--- src/rtl/rca_chunk_seq.sv ---
// Multi-cycle W=N*M bit adder time-sharing one N-bit ripple adder, LSB chunk first; optional signed overflow via RCA_SEQ_SIGNED_OVF_EN.
// Latency: start accepted at edge k, busy for M cycles, done pulse in cycle k+M+1; minimum issue period M+2.
// Backpressure: none queued; start is only sampled in IDLE and ignored while busy or done.

module rca_nbit_mux #(
    parameter int N = 4
) (
    input  logic [N-1:0] a,
    input  logic [N-1:0] b,
    input  logic         cin,
    output logic [N-1:0] sum,
    output logic         cout
);
    logic c;

    // Carry-select per bit: propagate passes the incoming carry, otherwise a==b decides it.
    always_comb begin
        c   = cin;
        sum = '0;
        for (int i = 0; i < N; i++) begin
            sum[i] = a[i] ^ b[i] ^ c;
            c      = (a[i] ^ b[i]) ? c : a[i];
        end
        cout = c;
    end
endmodule

module rca_chunk_seq #(
    parameter int N = 4,
    parameter int M = 4
) (
    input  logic             clk,
    input  logic             rst,
    input  logic             start,
    input  logic [N*M-1:0]   a,
    input  logic [N*M-1:0]   b,
    input  logic             cin,
    output logic             busy,
    output logic             done,
    output logic [N*M-1:0]   sum,
    output logic             cout
`ifdef RCA_SEQ_SIGNED_OVF_EN
    ,
    output logic             ovf
`endif
);
    localparam int W  = N * M;
    localparam int CW = (M > 1) ? $clog2(M) : 1;

    typedef enum logic [1:0] {IDLE, RUN, DONE} state_t;

    state_t          state;
    state_t          state_nxt;
    logic [W-1:0]    opa;
    logic [W-1:0]    opb;
    logic [W-1:0]    result;
    logic [W-1:0]    result_nxt;
    logic            carry;
    logic [CW-1:0]   cnt;
    logic [N-1:0]    add_sum;
    logic            add_cout;
    logic            accept;
    logic            last;

    rca_nbit_mux #(.N(N)) u_add (
        .a    (opa[N-1:0]),
        .b    (opb[N-1:0]),
        .cin  (carry),
        .sum  (add_sum),
        .cout (add_cout)
    );

    always_ff @(posedge clk or posedge rst) begin
        if (rst) begin
            state <= IDLE;
        end else begin
            state <= state_nxt;
        end
    end

    always_comb begin
        state_nxt = state;
        busy      = 1'b0;
        done      = 1'b0;
        accept    = 1'b0;
        last      = 1'b0;
        case (state)
            IDLE: begin
                if (start) begin
                    accept    = 1'b1;
                    state_nxt = RUN;
                end
            end
            RUN: begin
                busy = 1'b1;
                if (cnt == CW'(M - 1)) begin
                    last      = 1'b1;
                    state_nxt = DONE;
                end
            end
            DONE: begin
                done      = 1'b1;
                state_nxt = IDLE;
            end
            default: state_nxt = IDLE;
        endcase
    end

    // Completed result including the chunk produced this cycle, so the final edge can load sum directly.
    always_comb begin
        result_nxt = result;
        result_nxt[int'(cnt) * N +: N] = add_sum;
    end

`ifdef RCA_SEQ_SIGNED_OVF_EN
    logic sa;
    logic sb;

    always_ff @(posedge clk or posedge rst) begin
        if (rst) begin
            sa  <= 1'b0;
            sb  <= 1'b0;
            ovf <= 1'b0;
        end else if (accept) begin
            sa <= a[W-1];
            sb <= b[W-1];
        end else if (last) begin
            ovf <= (sa == sb) && (result_nxt[W-1] != sa);
        end
    end
`endif

    always_ff @(posedge clk or posedge rst) begin
        if (rst) begin
            opa    <= '0;
            opb    <= '0;
            carry  <= 1'b0;
            cnt    <= '0;
            result <= '0;
            sum    <= '0;
            cout   <= 1'b0;
        end else if (accept) begin
            opa   <= a;
            opb   <= b;
            carry <= cin;
            cnt   <= '0;
        end else if (state == RUN) begin
            result <= result_nxt;
            carry  <= add_cout;
            opa    <= opa >> N;
            opb    <= opb >> N;
            if (last) begin
                sum  <= result_nxt;
                cout <= add_cout;
            end else begin
                cnt <= cnt + CW'(1);
            end
        end
    end
endmodule

--- config.mk ---
export PLATFORM = sky130hd
export DESIGN_NAME = rca_chunk_seq
export DESIGN_NICKNAME = d
export VERILOG_FILES = /design/src/rtl/rca_chunk_seq.sv
export SDC_FILE = /design/constraint.sdc
export NUM_CORES = 1
export LEC_CHECK = 0
export BUFFER_PORTS_ARGS = -buffer_cell sky130_fd_sc_hd__buf_4
export CORE_ASPECT_RATIO = 0.6
export CORE_MARGIN = 5
export CORE_UTILIZATION = 43
export DETAILED_ROUTE_END_ITERATION = 12
export PLACE_DENSITY = 0.63
export REMOVE_ABC_BUFFERS = 1
export SLEW_MARGIN = 40
export SYNTH_ARGS = -nofsm -noshare
export SYNTH_HDL_FRONTEND = slang
export SYNTH_HIERARCHICAL = 1
export SYNTH_SLANG_ARGS = --single-unit
--- constraint.sdc ---
create_clock -name clk -period 4 [get_ports clk]
set_input_delay 0.8 -clock clk [delete_from_list [all_inputs] [get_ports clk]]
set_output_delay 0.8 -clock clk [all_outputs]
set_load 0.005 [all_outputs]
==> flow_metrics.env <==
export IMPL_outcome="finished, final reports clean"
export IMPL_h_tree_depth=3
export IMPL_clkTransAtPathRegs_ns=0.05
export IMPL_grt_first_pass_wirelength_um=13500
export IMPL_min_path_cells=2
export IMPL_gr_usage_met3_pct=6.60
export IMPL_period_share_pct=62.8
export IMPL_hold_end="opb[9]"
export IMPL_synth_fa_ha_area_share_pct=3.06
export IMPL_final_cells=457
export IMPL_die_x_um=121
export IMPL_postCtsSetupRepairBufs=0
export IMPL_grt_busiest_layer="met1"
export IMPL_yosys_warnings=6
export IMPL_cts_tree="done"
export IMPL_synth_distinct_cells=31
export IMPL_ant_nets=0
export IMPL_skew_ns=0.00629
export IMPL_cp_arrival_ns=2.75
export IMPL_start_util_pct=43.7
export IMPL_die_h_um=76.3
export IMPL_startpoint_type="flip-flop"
export IMPL_dr_pass1_iters=4
export IMPL_avgRoutedWirePerCell_um=17.6
export IMPL_dpl_cell_count=443
export IMPL_die_area_mm2=0.00919
export IMPL_grt_met1_usage_pct=27.7
export IMPL_cpPeakStageDelay_ns=0.49
export IMPL_holdCritStartpoint="opb[9]"
export IMPL_r2r_start="carry"
export IMPL_reg2reg_to="sum[11]"
export IMPL_final_util_pct=54.1
export IMPL_worst_pin_slew_ns=0.754
export IMPL_vias=2575
export IMPL_drv_cap=0
export IMPL_ctsResizeCount=0
export IMPL_antenna_found_initial=0
export IMPL_hold_path_class="flip-flop to flip-flop"
export IMPL_clock_sinks=66
export IMPL_drt_wl_total_um=8040
export IMPL_synthCells=315
export IMPL_clk_latency_ns=0.33
export IMPL_async_flop_share_pct=100
export IMPL_maxSlewViolCount=0
export IMPL_crit_type="flip-flop to flip-flop"
export IMPL_drcViolationCount=0
export IMPL_synthFlopType="dfrtp_1"
export IMPL_routabilityCongestion=0.765
export IMPL_r2r_slack_ns=1.49
export IMPL_grt_overflow_total=0
export IMPL_grt_pass1_vias=2542
export IMPL_clock_path_buffers=2
export IMPL_layout_drive_gt1_share_pct=22.4
export IMPL_synthMuxAreaShare_pct=0
export IMPL_root_buffer="clkbuf_16"
export IMPL_io_pin_count=55
export IMPL_synth_simple_area_share_pct=14.6
export IMPL_synth_edff_count=0
export IMPL_yosysSeqAreaShare_pct=52.4
export IMPL_worstPathCellList="maj3_2 -> maj3_2 -> maj3_2 -> xnor2_1 -> nand2_1 -> o211ai_1"
export IMPL_crit_top_cell="maj3_2"
export IMPL_fin_tns_setup_ns=0
export IMPL_power_density_mw_per_mm2=783
export IMPL_layout_nets=404
export IMPL_critPathMaxFanout=5
export IMPL_synth_compound_area_share_pct=23.6
export IMPL_reg2regPathDepth=6
export IMPL_cts_buffers=9
export IMPL_grt_usage_pct=18.5
export IMPL_synth_top_family_by_area="compound AO/OA/AOI/OAI gates"
export IMPL_crit_path_top_delay_cell="xnor2_1"
export IMPL_slew_headroom_pct=49.5
export IMPL_hold_viol=0
export IMPL_syn_avg_cell_area_um2=10.0
export IMPL_syn2layout_area_growth_pct=23.8
export IMPL_hold_buffers=0
export IMPL_crit_path_end_kind="flip-flop"
export IMPL_initialDrtViolationCount=256
export IMPL_numPortBuffers=54
export IMPL_syn_area_mm2=0.00315
export IMPL_fill_cells=676
export IMPL_clock_fmax_mhz=398
export IMPL_rsz0062_at_grt="no"
export IMPL_ys_ff_latch=66
export IMPL_core_mm2=0.00721
export IMPL_grt_max_degree=36
export IMPL_p_leak_nw=1.73
export IMPL_min_period_ns=2.51
export IMPL_critPathRequiredTime_ns=4.24
export IMPL_setup_viol=0
export IMPL_max_vdd_ir_drop_uv=378
export IMPL_num_rows=24
export IMPL_dpl_hpwl_um=5350
export IMPL_vias_per_cell=5.63
export IMPL_antenna_cells=0
export IMPL_grtUsageMet2_pct=24.7
export IMPL_synth_xor_area_share_pct=2.22
-- synthesized netlist by cell type (6+ instances only) --
cell type | instances | area share, %
dfrtp_1 | 66 | 52
nand2_1 | 44 | 5.2
o21ai_0 | 36 | 5.7
a22oi_1 | 26 | 6.2
nor2b_1 | 20 | 4.0
a21oi_1 | 19 | 3.0
buf_2 | 12 | 1.9
nor2_1 | 10 | 1.2
a32o_1 | 9 | 2.9
nand3b_1 | 9 | 2.1
clkbuf_1 | 8 | 0.95
o211ai_1 | 8 | 1.9
xnor2_1 | 8 | 2.2
inv_1 | 6 | 0.71
-- where the power goes --
group / leakage [nW] / internal [W] / switching [W]
logic: 0.711 / 0.000480 / 0.000655
registers: 0.874 / 0.000933 / 0.000208
clock network: 0.147 / 0.000507 / 0.000273
-- cells in the final DEF, fill, tap and decap left out, drive strengths merged --
cell,count
dfrtp,66
buf,59
nand2,44
o21ai,36
a22oi,26
nor2b,20
a21oi,19
clkbuf,11
nor2,10
nand3b,9
a32o,9
o211ai,8
xnor2,8
inv,6
ha,5
a221oi,4
o2bb2ai,4
clkinv,3
a22o,3
maj3,3
nand3,2
and3,2
and4bb,1
nor3b,1
or4,1
a21boi,1
o21bai,1
and2b,1
and2,1
bufinv,1
o22ai,1
-- registers in the layout (all words and copies together) (netlist names) --
signal	cells
opb	16
carry	1
cnt	2
state	2
opa	16
sum	16
cout	1
result	12
-- worst max-delay path, delay by kind of cell (launching register included) --
kind	cells	cell delay, ns
DFF	1	0.43
adders and majority gates	3	1.03
xor gates and xnor gates	1	0.49
AOI/OAI and AO/OA	1	0.24
and+or+nand+nor	1	0.23
-- per-stage QoR --
step | instance area, um2 | hold slack, ns | setup slack [ns] | power [W]
after detailed placement | 3610 | 0.472 | 1.56 | 0.00228
after global routing | 3900 | 0.497 | 1.38 | 0.00327
after global placement | 3600 | 0.465 | 1.42 | 0.00224
after CTS | 3900 | 0.483 | 1.47 | 0.00308
final | 3900 | 0.478 | 1.49 | 0.00306
after floorplan | 3050 | 0.450 | 1.39 | 0.00182
-- how the worst max path moves through the flow --
stage	from	to	slack, ns	cells past startpoint
2_1_floorplan	state[0]	busy	1.39	1
3_3_place_gp	start	opb[12]	1.42	4
3_5_place_dp	carry	sum[11]	1.56	6
4_1_cts	state[1]	done	1.47	3
5_1_grt	state[1]	done	1.38	3
6_report	carry	sum[11]	1.49	6
-- area by class of cell --
cell class / count / area [um2] / share of cell area [%]
clock inverter: 3 / 40.0 / 1.03
timing repair buffer: 59 / 443 / 11.4
sequential: 66 / 1650 / 42.3
clock buffer: 11 / 253 / 6.48
multi-input combinational: 220 / 1370 / 35.2
tap: 91 / 114 / 2.92
inverter: 7 / 27.5 / 0.706
-- layer usage --
metal	wire (um)	part of all wire, %	vias up
met2	3350	42	60
li1	-	-	1234
met4	76	0.95	0
met1	4130	51	1275
met3	479	6.0	6
met5	0	0	-
-- logic make-up (layout without fill, tap and decap cells) --
| family | count (synthesis) | after routing |
|---|---|---|
| compound gates | 112 | 112 |
| xor+xnor | 8 | 8 |
| fa+ha+maj | 8 | 8 |
| buf+inv | 29 | 80 |
| flops | 66 | 66 |
| simple gates | 92 | 92 |
Note: power is estimated with default switching activity, not from simulation.
